$ cat config.mk
export PLATFORM = sky130hd
export DESIGN_NAME = shift_pipe
export DESIGN_NICKNAME = d
export VERILOG_FILES = /design/src/rtl/shift_pipe.sv
export SDC_FILE = /design/constraint.sdc
export NUM_CORES = 1
export LEC_CHECK = 0
export CORE_ASPECT_RATIO = 1.4
export CORE_MARGIN = 1
export CORE_UTILIZATION = 40
export CTS_BUF_LIST = sky130_fd_sc_hd__clkbuf_8
export CTS_CLUSTER_DIAMETER = 60
export DETAILED_ROUTE_END_ITERATION = 8
export SYNTH_ARGS = -nofsm -noshare
export SYNTH_HDL_FRONTEND = slang
export SYNTH_SLANG_ARGS = --single-unit
$ cat constraint.sdc
create_clock -name clk -period 2.1 [get_ports clk]
set_input_delay 0.21 -clock clk [delete_from_list [all_inputs] [get_ports clk]]
set_output_delay 0.21 -clock clk [all_outputs]
set_load 0.05 [all_outputs]
$ cat src/rtl/shift_pipe.sv
// rtl/shift_pipe.sv - two-stage valid/ready shifter (SLL/SRL/SRA, ROL with SHIFT_PIPE_ROTATE_EN)
// Stage 1 shifts by the shamt multiple of 4, stage 2 by shamt[1:0].
module shift_pipe #(
  parameter int WIDTH = 32,
  parameter int SHW   = $clog2(WIDTH)
) (
  input  logic             clk,
  input  logic             rst_n,
  input  logic             in_valid,
  output logic             in_ready,
  input  logic [WIDTH-1:0] in_data,
  input  logic [SHW-1:0]   in_shamt,
  input  logic [1:0]       in_mode,
  output logic             out_valid,
  input  logic             out_ready,
  output logic [WIDTH-1:0] out_data
);

  localparam logic [1:0] MODE_SRL = 2'b01;
  localparam logic [1:0] MODE_SRA = 2'b10;
`ifdef SHIFT_PIPE_ROTATE_EN
  localparam logic [1:0] MODE_ROL = 2'b11;
`endif

  logic             s1_valid;
  logic [WIDTH-1:0] s1_data;
  logic [1:0]       s1_mode;
  logic [1:0]       s1_fine;
  logic             s1_sign;

  logic             s2_adv;
  logic             s1_adv;
  logic [SHW-1:0]   coarse_amt;
  logic [WIDTH-1:0] coarse;
  logic [WIDTH-1:0] fine;

  assign s2_adv     = !out_valid || out_ready;
  assign s1_adv     = !s1_valid || s2_adv;
  assign in_ready   = s1_adv;
  assign coarse_amt = {in_shamt[SHW-1:2], 2'b00};

  // Shifting by WIDTH yields zero, so a zero amount leaves the wrap term empty.
  always_comb begin
    coarse = in_data << coarse_amt;
    case (in_mode)
      MODE_SRL: coarse = in_data >> coarse_amt;
      MODE_SRA: coarse = $signed(in_data) >>> coarse_amt;
`ifdef SHIFT_PIPE_ROTATE_EN
      MODE_ROL: coarse = (in_data << coarse_amt) | (in_data >> (WIDTH - int'(coarse_amt)));
`endif
      default: ;
    endcase
  end

  always_comb begin
    fine = s1_data << s1_fine;
    case (s1_mode)
      MODE_SRL: fine = s1_data >> s1_fine;
      MODE_SRA: fine = (s1_data >> s1_fine) | ({WIDTH{s1_sign}} << (WIDTH - int'(s1_fine)));
`ifdef SHIFT_PIPE_ROTATE_EN
      MODE_ROL: fine = (s1_data << s1_fine) | (s1_data >> (WIDTH - int'(s1_fine)));
`endif
      default: ;
    endcase
  end

  always_ff @(posedge clk or negedge rst_n) begin
    if (!rst_n) begin
      s1_valid <= 1'b0;
      s1_data  <= '0;
      s1_mode  <= 2'b00;
      s1_fine  <= 2'b00;
      s1_sign  <= 1'b0;
    end else if (s1_adv) begin
      s1_valid <= in_valid;
      if (in_valid) begin
        s1_data <= coarse;
        s1_mode <= in_mode;
        s1_fine <= in_shamt[1:0];
        s1_sign <= in_data[WIDTH-1];
      end
    end
  end

  always_ff @(posedge clk or negedge rst_n) begin
    if (!rst_n) begin
      out_valid <= 1'b0;
      out_data  <= '0;
    end else if (s2_adv) begin
      out_valid <= s1_valid;
      if (s1_valid) begin
        out_data <= fine;
      end
    end
  end

endmodule

* Word-level counts from Yosys, hierarchy flattened
Index checks and enable logic that the tools add are counted.
Word-level totals: output and inout bits 34, bits in registers 71, input port bits 43, word-level logic and storage cells 27
Operators by class: shifts and indexed selects 6, add/sub/neg operators 1, reductions and logical operators 6, equal/unequal tests 4, bitwise logic cells 1, muxes and demuxes 2
Operator list (number):
- 32-bit case mux with 2 select lines | 2
- 32-bit bitwise OR | 1
- 32-bit by 2-bit left shift with 32-bit output | 1
- 32-bit by 32-bit left shift with 32-bit output | 1
- 32-bit by 5-bit left shift with 32-bit output | 1
- 32-bit by 2-bit >> shifter with 32-bit output | 1
- 32-bit by 5-bit >> shifter with 32-bit output | 1
- 32-bit by 5-bit >>> shifter with 32-bit output | 1
- 6-bit by 2-bit subtractor with 7-bit output (first input constant) | 1
- 2-bit by 1-bit equality test with 1-bit output (second input constant) | 2
- 2-bit equality test (second input constant) | 2
- 2-bit AND reduction | 2
- 1-bit logical NOT | 2
- 1-bit logical OR | 2

* Logic depth before layout (Yosys ltp)
Gate-level depths: netlist of the first run.
word-level depth 4, mapped depth 10, depth with buffers taken out 7

* Worst setup path before layout of the first run
No wires, ideal clock.
path kind reg2reg, start reg out_valid, end reg s1_data[5], clock period less this slack 2.279 ns, setup time 0.121 ns, cell stages (with the launch flop) 6, setup slack -0.179 ns, data arrival time 2.158 ns, buffers on the path 2, data required time 1.979 ns, cell sequence dfrtp_1 nand3b_1 and2_2 buf_2 buf_1 o22a_1
Between the ends: cells in the longest elaborated chain, start to end 4
RTL lines:
- from (decl) | RTL line 14 | output logic out_valid,
- from (signal assigned) | RTL line 90 | out_valid <= s1_valid;
- 1-bit logical NOT | RTL line 37 | assign s2_adv = !out_valid || out_ready;
- 1-bit logical OR | RTL line 37
- 1-bit logical OR | RTL line 38 | assign s1_adv = !s1_valid || s2_adv;
- via in_ready | RTL line 10 | output logic in_ready,
- 2-bit AND reduction (no line)
- to (signal assigned) | RTL line 77 | s1_data <= coarse;
- to (decl) | RTL line 26 | logic [WIDTH-1:0] s1_data;
The timed path passes the listed nets, and every way through them passes these cells. A chain may end at the register's enable or synchronous reset.

* Worst setup path in the final report of the first run
start in in_mode[1], end reg s1_data[20]
Between the ends: cells in the longest elaborated chain, start to end 2, elaborated cells between the ends (all ways) 3, those cells by class 2 x eq/ne; 1 x mux
RTL lines:
- from (decl) | RTL line 13 | input logic [1:0] in_mode,
- 2-bit equality test / 2-bit by 1-bit equality test with 1-bit output (equally long branches) | RTL line 45 | case (in_mode)
- 32-bit case mux with 2 select lines * | RTL line 45
Mark *: on every way between the ends. The rest lies on a longest branch, timed or not.

==> flow_results.org, run 1 <==
** Synthesis
- Summing the areas of all xor and xnor instances in the mapped netlist gives 0% of the synthesized area.
- The synthesized netlist devotes 20.8% of its cell area to compound gates.
- Yosys mapped the design onto 56 distinct sky130hd cell types.
- Sequential area share after synthesis :: 27.1%
- In the synthesized netlist the dominant register cell turns out to be sky130_fd_sc_hd__dfrtp_1.
- Register bit count reported by yosys :: 71
- Count of flip-flops with a built-in enable after synthesis :: 0
- Simple-gate portion of the synthesized area :: 11.8%
- Synthesis handed over a netlist of 661 instances.
- Area of the mapped netlist :: 6560 sq um
- After synthesis, the share of flip-flops with an asynchronous set or reset is 100%.
- Post-synthesis mux area share :: 32.0%
- Warning count from the yosys run :: 0
- Syn nets :: 709
- After synthesis, the largest family of logic cells by area is multiplexers.
- Of the total synthesized cell area, the portion taken by full adders, half adders and majority gates is 0.953%.
- Average cell area after synthesis :: 9.93 sq um

** Timing
- Post-layout min period :: 1900 ps
- Setup repair after global routing left no endpoint under its margin.
- The final critical path takes up 90.7% of the cycle.
- Setup violations remaining at the end of the flow were counted as 0.
- The worst pin sits at a relative slew slack of 52.7%.
- Across the routed clock network, the largest skew measured is 12.7 ps.
- For this run, the top clock speed supported by timing is 525 MHz.
- Final Hold Violating Endpoints :: 0
- Number of max-slew violations in the final report :: 0
- For the pin with the worst max-slew slack, the measured transition is 707 ps.
- Worst Setup Slack, final :: 196 ps

** Die
- The total area inside the core boundary comes to 16100 sq um.
- Die width :: 110 microns
- Initial standard-cell utilization of the core :: 40.7%
- For this design the top-level I/O count stands at 77.
- Y dimension of the die :: 154 microns
- After floorplanning, the core was divided into 55 placement rows.
- The die covers 16900 sq um.

** Setup path
- In this run the critical register-to-register path is launched from s1_mode[0].
- Max incr delay on CP :: 530 ps
- The worst setup path is captured at a register.
- Counting stages on the worst path, the most repeated cell is sky130_fd_sc_hd__buf_4.
- Sort of element at the start of the critical path :: input pin
- Cell at the slowest stage of the critical path :: sky130_fd_sc_hd__clkdlybuf4s50_1
- For the worst setup path, the data arrival time is 2120 ps.
- Walking the worst path, the cells encountered are clkdlybuf4s50_1 -> ha_2 -> inv_1 -> buf_4 -> nor3_1 -> buf_4 -> a221oi_1 -> a21oi_1.
- Combined buffer and inverter count along the critical path :: 4
- Startpoint of the most critical setup path :: in_mode[1]
- STA puts the critical path data required time at 2320 ps.
- Grouping stages by cell kind, the critical path spends the most delay in buffers and inverters.
- Of all nets on the critical path, the largest fanout is 5.
- Setup Crit Path Kind :: input pin to register

** Route
- Drt initial violations :: 372
- In the routed layout, each cell is associated on average with a via count of 6.23.
- Post-Route WL :: 20.9 mm
- Routed wire per std cell :: 21.4 microns
- The first detailed-routing pass ran for 5 iterations.
- Routed vias :: 6070
- After detailed routing, the number of remaining DRC violations is 0.
- Count of antenna-violating nets left after detailed routing :: 0

** Placement
- Post-DP HPWL :: 16.5 mm
- Input and output buffers added on the ports amount to 76.
- Post-place instance area :: 7890 sq um
- Pre-CTS setup slack :: -276 ps
- The congestion estimate from routability-driven global placement came to 0.960.

** Cells and area
- 0 antenna diodes ended up in the layout.
- Relative area change from synthesis to final layout :: 24.2%
- Of the cells placed in the final design, the portion with a size suffix greater than 1 is 25.0%.
- Fill cell count :: 1563
- Area of all placed cells without fillers :: 8150 sq um
- At the end of the flow, the number of nets in the layout was 819.

** CTS
- Number of buffers inserted during clock tree synthesis :: 9
- At the later pin of the worst-skew pair, clock insertion delay measures 350 ps.
- Clock tree synthesis found a total of 71 sinks.
- Clock tree from TritonCTS :: built
- The clock tree synthesis step divided the H-tree into 3 levels.
- Maximum clock insertion buffer count :: 2
- Root buffer selected by CTS :: sky130_fd_sc_hd__clkbuf_8
- Once the clock tree was built, the setup fixing pass inserted 0 buffers.
- After clock tree synthesis, the clock-pin slew on the worst setup and hold paths is 80 ps.

** GRT
- Overall fraction of global-route tracks in use :: 26.4%
- First-pass GRT wire length :: 33.7 mm
- Via count of the first global-routing pass :: 5958
- For this run the aggregate overflow at the end of global routing stands at 0.
- Maximum number of pins on one net before global-route repair :: 60
- The number of antenna violations at the first check in global routing came to 0.

** Outcome
- The flow ran to the end, and the final reports show no timing, DRC or antenna violations.

** Pwr
- Worst IR drop on VDD :: 0.000910 V
- Areal power density over the cells :: 836 nW/um^2
- Leakage Power :: 3.24 nW

** Min path
- Classification of the worst-slack hold path :: input pin to asynchronous set/reset pin

** Run
- Max-cap viol count :: 0
path summary, 6_finish.rpt:
| check | cells past startpoint | to | slack, ps |
|---|---|---|---|
| max | 8 | s1_data[20] | 200 |
| min | 3 | out_data[31] | 410 |
| max reg2reg | 6 | out_data[27] | 280 |
| min reg2reg | 2 | out_data[23] | 480 |
| max in group asynchronous | 3 | s1_fine[1] | 1210 |
| min in group clk | 3 | s1_fine[0] | 440 |
cell usage after synthesis, types with 13 or more instances:
cell / instances / area [sq um]
sky130_fd_sc_hd__nor2_1: 46 / 173
sky130_fd_sc_hd__buf_4: 13 / 97.6
sky130_fd_sc_hd__mux2i_1: 38 / 380
sky130_fd_sc_hd__a31oi_1: 19 / 119
sky130_fd_sc_hd__clkbuf_1: 21 / 78.8
sky130_fd_sc_hd__a21oi_1: 38 / 190
sky130_fd_sc_hd__nand3_1: 13 / 65.1
sky130_fd_sc_hd__buf_2: 14 / 70.1
sky130_fd_sc_hd__mux4_2: 62 / 1400
sky130_fd_sc_hd__a22oi_1: 33 / 248
sky130_fd_sc_hd__dfrtp_1: 71 / 1780
sky130_fd_sc_hd__o21ai_0: 71 / 355
sky130_fd_sc_hd__nand2_1: 78 / 293
metal layers:
layer | vias up | track usage (%) | wire length, microns
met2 | 202 | 42.8 | 10400
met3 | 49 | 3.01 | 770
met5 | - | 0 | 0
li1 | 2795 | - | -
met1 | 3024 | 34.4 | 8700
met4 | 0 | 13.0 | 1030
cells by family after synthesis:
| group | Yosys count |
|---|---|
| AOI/OAI and AO/OA | 217 |
| adders and majority gates | 5 |
| buffers and inverters | 75 |
| DFF | 71 |
| muxes | 118 |
| and+or+nand+nor | 175 |
layout by cell type, fill, tap and decap left out, drive strengths merged, types with 5 or more instances in the layout:
cell and n:
a211oi 6, a21oi 38, a221oi 8, a22oi 33, a31oi 19, and2 5, buf 90, clkbuf 13
clkdlybuf4s50 72, dfrtp 71, ha 5, inv 11, mux2 10, mux2i 38, mux4 70, nand2 78
nand2b 10, nand3 13, nor2 47, nor3 6, o211ai 10, o21ai 73, o22ai 6, or3 5
metrics by stage:
| step | setup TNS, ps | hold WS (ps) | util, % | power, mW | instances |
|---|---|---|---|---|---|
| after detailed placement | -1570 | 258 | 49.0 | 5.53 | 958 |
| after global placement | -1140 | 254 | 49.0 | 5.47 | 958 |
| after CTS | 0 | 417 | 50.6 | 6.85 | 975 |
| after global routing | 0 | 445 | 50.6 | 7.23 | 975 |
| after floorplan | 0 | -85.6 | - | 4.35 | 661 |
| final | 0 | 405 | 50.6 | 6.82 | 975 |
registers in the layout, summed over array words and instances, names as in the netlist:
signal / count
s1_mode: 2
s1_sign: 1
s1_valid: 1
out_data: 32
out_valid: 1
s1_fine: 2
s1_data: 32
report_power, final:
part           internal (mW)  switching [mW]
logic                   1.52            1.89
clock network          0.795           0.512
registers               1.69           0.399
total                   4.01            2.80
worst register-to-register path: stages (launching register included):
cell and delay [ps]:
sky130_fd_sc_hd__dfrtp_1 360, sky130_fd_sc_hd__inv_1 80, sky130_fd_sc_hd__ha_1 320, sky130_fd_sc_hd__nor2_2 260, sky130_fd_sc_hd__buf_4 360, sky130_fd_sc_hd__a22oi_1 160
sky130_fd_sc_hd__o21ai_0 180
what timing repair did:
| item | 4_1_cts | 5_1_grt |
|---|---|---|
| hold endpoints to repair | 71 | 0 |
| gates resized for setup | 0 | 3 |
| hold buffers | 1 | 0 |
| endpoints found under the setup margin | 0 | 1 |
cell type report:
class | instances | area [sq um] | area share [%]
tap | 199 | 249 | 3.05
inverter | 11 | 41.3 | 0.507
timing repair buffer | 163 | 1520 | 18.7
sequential | 71 | 1780 | 21.9
multi-input combinational | 515 | 4310 | 52.9
clock inverter | 3 | 63.8 | 0.783
clock buffer | 13 | 179 | 2.19
Note: power is estimated with default switching activity, not from simulation.
==> run 2, diff against run 1 <==
--- a/config.mk
+++ b/config.mk
@@ -5,12 +5,13 @@
 export SDC_FILE = /design/constraint.sdc
 export NUM_CORES = 1
 export LEC_CHECK = 0
+export ABC_CLOCK_PERIOD_IN_PS = 2100
 export CORE_ASPECT_RATIO = 1.4
 export CORE_MARGIN = 1
 export CORE_UTILIZATION = 40
-export CTS_BUF_LIST = sky130_fd_sc_hd__clkbuf_8
 export CTS_CLUSTER_DIAMETER = 60
 export DETAILED_ROUTE_END_ITERATION = 8
+export REMOVE_ABC_BUFFERS = 1
 export SYNTH_ARGS = -nofsm -noshare
 export SYNTH_HDL_FRONTEND = slang
 export SYNTH_SLANG_ARGS = --single-unit
==> flow_results.org, run 2 (synthesis gave the netlist of run 1 again) <==
** Outcome
- Result of the run :: finished, final reports clean

** GRT
- Maximum number of pins on one net before global-route repair :: 63
- The number of antenna violations at the first check in global routing is 0.
- Grt ovf :: 0
- Global routing used 26.8% of the available tracks across all layers.
- Via count of the first global-routing pass :: 5992
- The first global-routing pass estimated 34.3 mm of wire.

** Route
- The routed design has 21.6 mm of wire.
- After detailed routing, the number of remaining DRC violations is 0.
- Routed vias :: 6096
- Avg Vias per Cell :: 6.14
- Once detail routing completed, the nets flagged for antenna violations numbered 0.
- Dividing the detail-routed wire length by the instance count gives 21.8 microns.
- The detailed router finished its first iteration with 344 violations.
- Router iterations before antenna repair :: 5

** Cells and area
- Share of post-route cells with drive strength above 1 :: 26.4%
- The library cell used most frequently in the layout, excluding fill and tap cells, is sky130_fd_sc_hd__buf_4.
- Registers with the most flip-flops :: out_data: 32 flops, s1_data: 32 flops
- Summing all non-filler instances in the final layout gives an area of 8290 sq um.
- At the end of the flow the core is filled with cells to 51.5%.
- Nets :: 839
- The area growth from synthesis to layout is 26.4%.
- 0 antenna diodes ended up in the layout.
- Commonest cells after routing, fill and taps aside :: 100 x sky130_fd_sc_hd__buf_4, 78 x sky130_fd_sc_hd__nand2_1, 72 x sky130_fd_sc_hd__clkdlybuf4s50_1

** Die
- Core footprint :: 16100 sq um
- The floorplan step set the die width to 110 microns.
- Initial standard-cell utilization of the core :: 40.7%
- Y dimension of the die :: 154 microns
- The floorplan step defined a die boundary enclosing 16900 sq um.
- Ports placed on the boundary :: 77
- The initialized floorplan defines 55 standard-cell rows.

** Min path
- Hold Crit Depth :: 3
- Hold wc startpoint :: in_shamt[2]
- Classification of the worst-slack hold path :: input pin to register
- Worst hold path endpoint :: s1_data[0]

** CTS
- Maximum clock insertion buffer count :: 2
- CTS placed an instance of sky130_fd_sc_hd__clkbuf_16 at the clock tree root.
- For the worst-skew pair, the clock arrives at the later sink with an insertion delay of 330 ps.
- Number of buffers inserted during clock tree synthesis :: 9
- Clock tree synthesis found a total of 71 sinks.
- Total number of H-tree levels :: 3
- Clock-pin slew on the worst setup and hold paths :: 60 ps
- TritonCTS built the clock tree.

** Placement
- Post-DP HPWL :: 17.0 mm
- Post-place instance area :: 8000 sq um
- Timing analysis after detailed placement gives a worst setup slack of -186 ps.
- Routability Congestion :: 0.899
- Buffers placed on the I/O ports in this run total 76.

** Setup path
- Cell at the slowest stage of the critical path :: sky130_fd_sc_hd__clkdlybuf4s50_1
- The largest single stage delay on the critical path is 480 ps.
- In this run the critical register-to-register path is launched from s1_mode[0].
- In this run the critical register-to-register path is captured at out_data[0].
- Counting cells, the worst reg-to-reg path comes to 6.
- Of all nets on the critical path, the largest fanout is 6.
- CP most frequent cell :: sky130_fd_sc_hd__o21ai_0
- Chain of cells forming the critical path :: clkdlybuf4s50_1 -> inv_1 -> ha_1 -> buf_4 -> o21ai_0 -> o21ai_0 -> a21oi_1 -> a2111oi_2 -> a221o_1
- The worst setup path is captured at a register.
- Combined buffer and inverter count along the critical path :: 3
- Data on the critical path is required at its endpoint by 2310 ps.
- Sort of element at the start of the critical path :: input pin
- By startpoint and endpoint, the worst setup path is classified as input pin to register.
- Critical path's top delay family :: compound AO/OA/AOI/OAI gates
- R2R setup slack :: 270 ps
- Data arrives at the worst endpoint at 2170 ps.

** Timing
- The final number of hold-violating endpoints was 0.
- Number of max-slew violations in the final report :: 0
- In the final timing run, aggregate negative setup slack is 0 ps.
- Final setup violating endpoints :: 0
- Worst Setup Slack, final :: 143 ps
- Measured against its own limit, the worst slew margin works out to 59.2%.
- Achievable frequency :: 511 MHz
- Worst slew pin tran :: 611 ps
- The smallest clock period supported by the final layout is computed as 1960 ps.
- Clk_skew :: 5.82 ps
- The final critical path takes up 93.2% of the cycle.

** Pwr
- Dividing total power by cell area gives a power density of 841 nW/um^2.
- Worst IR drop on VDD :: 0.000779 V
- Summed over all cells, the static leakage comes to 3.34 nW.

** Run
- Max-cap viol count :: 0
## run 2: layout make-up
class	count	area, sq um
clock buffer	13	270
tap	199	249
inverter	11	41.3
fill	1541	7810
timing repair buffer	183	1640
sequential	71	1780
clock inverter	1	5.00
multi-input combinational	515	4310
## run 2: worst register-to-register path: cells and delay by family, from the launching register on
kind / cells / cell delay [ps]
AOI/OAI and AO/OA: 3 / 660
adders and majority gates: 1 / 320
buffers and inverters: 1 / 70
DFF: 1 / 350
and+or+nand+nor: 1 / 380
## run 2: power by group
group / total [mW] / leakage [nW] / internal, mW / switching [mW]
logic: 3.45 / 2.32 / 1.55 / 1.90
clock network: 1.43 / 0.138 / 0.882 / 0.549
registers: 2.09 / 0.879 / 1.70 / 0.397
total: 6.98 / 3.34 / 4.13 / 2.85
## run 2: worst max-delay path by stage
| stage | startpoint | endpoint | depth (start not counted) |
|---|---|---|---|
| floorplan | s1_fine[0] | out_data[28] | 6 |
| global placement | in_mode[0] | s1_data[12] | 9 |
| detailed placement | in_mode[1] | s1_data[21] | 8 |
| CTS | in_mode[1] | s1_data[21] | 8 |
| global route | in_mode[0] | s1_data[21] | 9 |
| finish | in_mode[0] | s1_data[21] | 9 |
## run 2: repair_timing
action | 4_1_cts | 5_1_grt
buffers inserted | 0 | 0
hold endpoints to repair | 26 | 0
setup endpoints to repair | 0 | 1
resized for setup | 0 | 2
hold buffers | 1 | 0
## run 2: per-layer routing
metal / GRT usage (%) / routed length [microns] / vias to the layer above
met4: 9.15 / 623 / 0
met5: 0 / 0 / -
li1: - / - / 2829
met2: 47.7 / 11500 / 196
met3: 2.50 / 763 / 29
met1: 33.3 / 8730 / 3042
## run 2: metrics by stage
stage          cells  hold slack, ps  power (mW)
2_1_floorplan    597           -85.6        4.22
3_3_place_gp     978             253        5.51
3_5_place_dp     978             258        5.56
4_1_cts          993             403        7.01
5_1_grt          993             441        7.37
6_report         993             390        6.98
==> run 3, diff against run 2 <==
--- a/config.mk
+++ b/config.mk
@@ -6,11 +6,14 @@
 export NUM_CORES = 1
 export LEC_CHECK = 0
 export ABC_CLOCK_PERIOD_IN_PS = 2100
+export CELL_PAD_IN_SITES_DETAIL_PLACEMENT = 2
+export CELL_PAD_IN_SITES_GLOBAL_PLACEMENT = 2
 export CORE_ASPECT_RATIO = 1.4
-export CORE_MARGIN = 1
-export CORE_UTILIZATION = 40
+export CORE_MARGIN = 10
+export CORE_UTILIZATION = 37
 export CTS_CLUSTER_DIAMETER = 60
 export DETAILED_ROUTE_END_ITERATION = 8
+export PLACE_DENSITY_LB_ADDON = 0.1
 export REMOVE_ABC_BUFFERS = 1
 export SYNTH_ARGS = -nofsm -noshare
 export SYNTH_HDL_FRONTEND = slang
==> flow_results.org, run 3 (synthesis gave the netlist of run 1 again) <==
** Outcome
- The flow ran to the end, and the final reports show no timing, DRC or antenna violations.

** CTS
- After clock tree synthesis, the setup repair step added 0 buffers.
- Clock-pin slew was measured on the worst setup and hold paths at 60 ps.
- The H-tree was split into 3 levels.
- Maximum clock insertion buffer count :: 2
- TritonCTS built the clock tree.
- Clock latency on the worst-skew pair, taken at its later pin, is 330 ps.
- Counting every sink on the clock net gives 71.
- In this run, CTS created clock tree buffers numbering 9.
- Root buffer selected by CTS :: sky130_fd_sc_hd__clkbuf_16

** Die
- The core region is 17400 sq um.
- From left edge to right edge, the die measures 133 microns.
- Once the floorplan was initialized, standard cells occupied 37.7% of the core.
- Ports placed on the boundary :: 77
- Row generation in the floorplan step produced 57 rows.
- Area of the die :: 23500 sq um
- Y dimension of the die :: 178 microns

** Min path
- The tightest min-delay check is of the input pin to asynchronous set/reset pin type.

** Timing
- Worst Setup Slack, final :: 97.2 ps
- Final Hold Violating Endpoints :: 0
- Number of max-slew violations in the final report :: 0
- For the pin with the worst max-slew slack, the measured transition is 574 ps.
- Derived from the worst setup path, the maximum achievable clock frequency is 499 MHz.
- Setup repair after global routing left no endpoint under its margin.
- The worst path in the final design needs a cycle of 2000 ps, including I/O delays and setup.
- After routing, the total negative slack on setup checks comes to 0 ps.
- The worst pin sits at a relative slew slack of 61.3%.
- Final setup violating endpoints :: 0
- Clk_skew :: 5.22 ps
- Hold is met by 243 ps.
- Part of the cycle the worst path needs :: 95.4%

** Setup path
- Critical path's top delay family :: buffers and inverters
- Req. time, crit path :: 2300 ps
- STA classifies the critical path endpoint as a register.
- The slowest stage of the critical path is the sky130_fd_sc_hd__clkdlybuf4s50_1 cell.
- Setup Crit Path Kind :: input pin to register
- Critical Path Fanout Max :: 6
- CP most frequent cell :: sky130_fd_sc_hd__buf_4
- STA classifies the critical path startpoint as an input pin.
- Data arrives at the worst endpoint at 2200 ps.
- Combined buffer and inverter count along the critical path :: 5
- Max incr delay on CP :: 490 ps
- Chain of cells forming the critical path :: clkdlybuf4s50_1 -> inv_1 -> ha_2 -> buf_4 -> nor3_2 -> buf_4 -> a221oi_1 -> buf_4 -> a21oi_1

** Route
- In the routed layout, each cell is associated on average with a via count of 6.10.
- Routed wire per std cell :: 25.8 microns
- The detailed router placed 6306 vias in this run.
- Count of antenna-violating nets left after detailed routing :: 0
- The detailed router put a total of 10.6 mm of wire on met1.
- WL met2 :: 14.4 mm
- Top metal layer carrying routed signals :: met4
- For this block, the initial DRC count from the detailed router was 392.
- Remaining design rule violation count :: 0
- Wires add up to 26.6 mm.
- Routed length on met3 :: 764 microns
- For this run, the detailed router's first-pass iteration total came to 4.

** Run
- Max-cap viol count :: 0

** Pwr
- The completed layout was analyzed and its total power is 7.65 mW.
- Areal power density over the cells :: 901 nW/um^2
- Worst IR drop on VDD :: 0.000362 V
- Summed over all cells, the static leakage comes to 3.39 nW.

** GRT
- Maximum number of pins on one net before global-route repair :: 38
- Overall fraction of global-route tracks in use :: 22.7%
- The first global-routing pass estimated 42.1 mm of wire.
- Grt ovf :: 0
- Antenna violations before repair :: 0
- Via count of the first global-routing pass :: 7023

** Cells and area
- The finished layout holds 1033 standard cells, fillers aside.
- Relative area change from synthesis to final layout :: 29.3%
- The post-route netlist has 27.6% of its cells at a drive strength greater than 1.
- The net count of the finished layout is 840.
- Registers with the most flip-flops :: out_data: 32 flops, s1_data: 32 flops
- Most frequent standard cell in the layout excluding fill and tap cells :: sky130_fd_sc_hd__buf_4
- # diodes :: 0
- Commonest cells after routing, fill and taps aside :: 99 x sky130_fd_sc_hd__buf_4, 76 x sky130_fd_sc_hd__nand2_1, 72 x sky130_fd_sc_hd__clkdlybuf4s50_1

** Placement
- Pre-CTS setup slack :: -618 ps
- Once placement completed, the tool counted placed cells totaling 1016.
- During placement, the flow inserted port buffers numbering 76.
- Summed over all nets, the half-perimeter wirelength after detailed placement is 20.6 mm.
- The congestion estimate from routability-driven global placement came to 0.942.
## run 3: through the flow
step | utilization [%] | instance area (sq um)
after floorplan | - | 6120
after global placement | 46.4 | 8080
after detailed placement | 46.4 | 8080
after CTS | 48.7 | 8470
after global routing | 48.8 | 8490
final | 48.8 | 8490
## run 3: layout make-up
class,instances,area [sq um]
Inverter,11,41.3
Tap cell,236,295
Fill cell,1878,8920
Timing Repair Buffer,184,1670
Clock buffer,12,267
Clock inverter,4,98.8
Multi-Input combinational cell,515,4330
Sequential cell,71,1780
## run 3: layer usage
| metal | GRT usage [%] | vias up |
|---|---|---|
| met3 | 2.89 | 47 |
| li1 | - | 2837 |
| met5 | 0 | - |
| met2 | 41.8 | 140 |
| met1 | 26.0 | 3282 |
| met4 | 8.73 | 0 |
## run 3: worst paths after layout
| check | startpoint | end | slack (ps) | cells past startpoint |
|---|---|---|---|---|
| min in group clk | in_shamt[1] | s1_fine[1] | 440 | 3 |
| min | rst_n | out_valid | 240 | 2 |
| max | in_mode[0] | s1_data[23] | 100 | 9 |
| min reg2reg | out_data[23] | out_data[23] | 480 | 2 |
| max in group asynchronous | rst_n | s1_fine[0] | 1100 | 3 |
| max reg2reg | s1_fine[0] | out_data[28] | 190 | 7 |
## run 3: timing repair
action | CTS | global route
hold endpoints to repair | 34 | 0
setup endpoints to repair | 1 | 5
hold buffers | 1 | 0
resized for setup | 3 | 5
## run 3: report_power, final
group	switching, mW	internal (mW)
clock	0.614	1.26
combinational	2.07	1.57
sequential	0.433	1.70
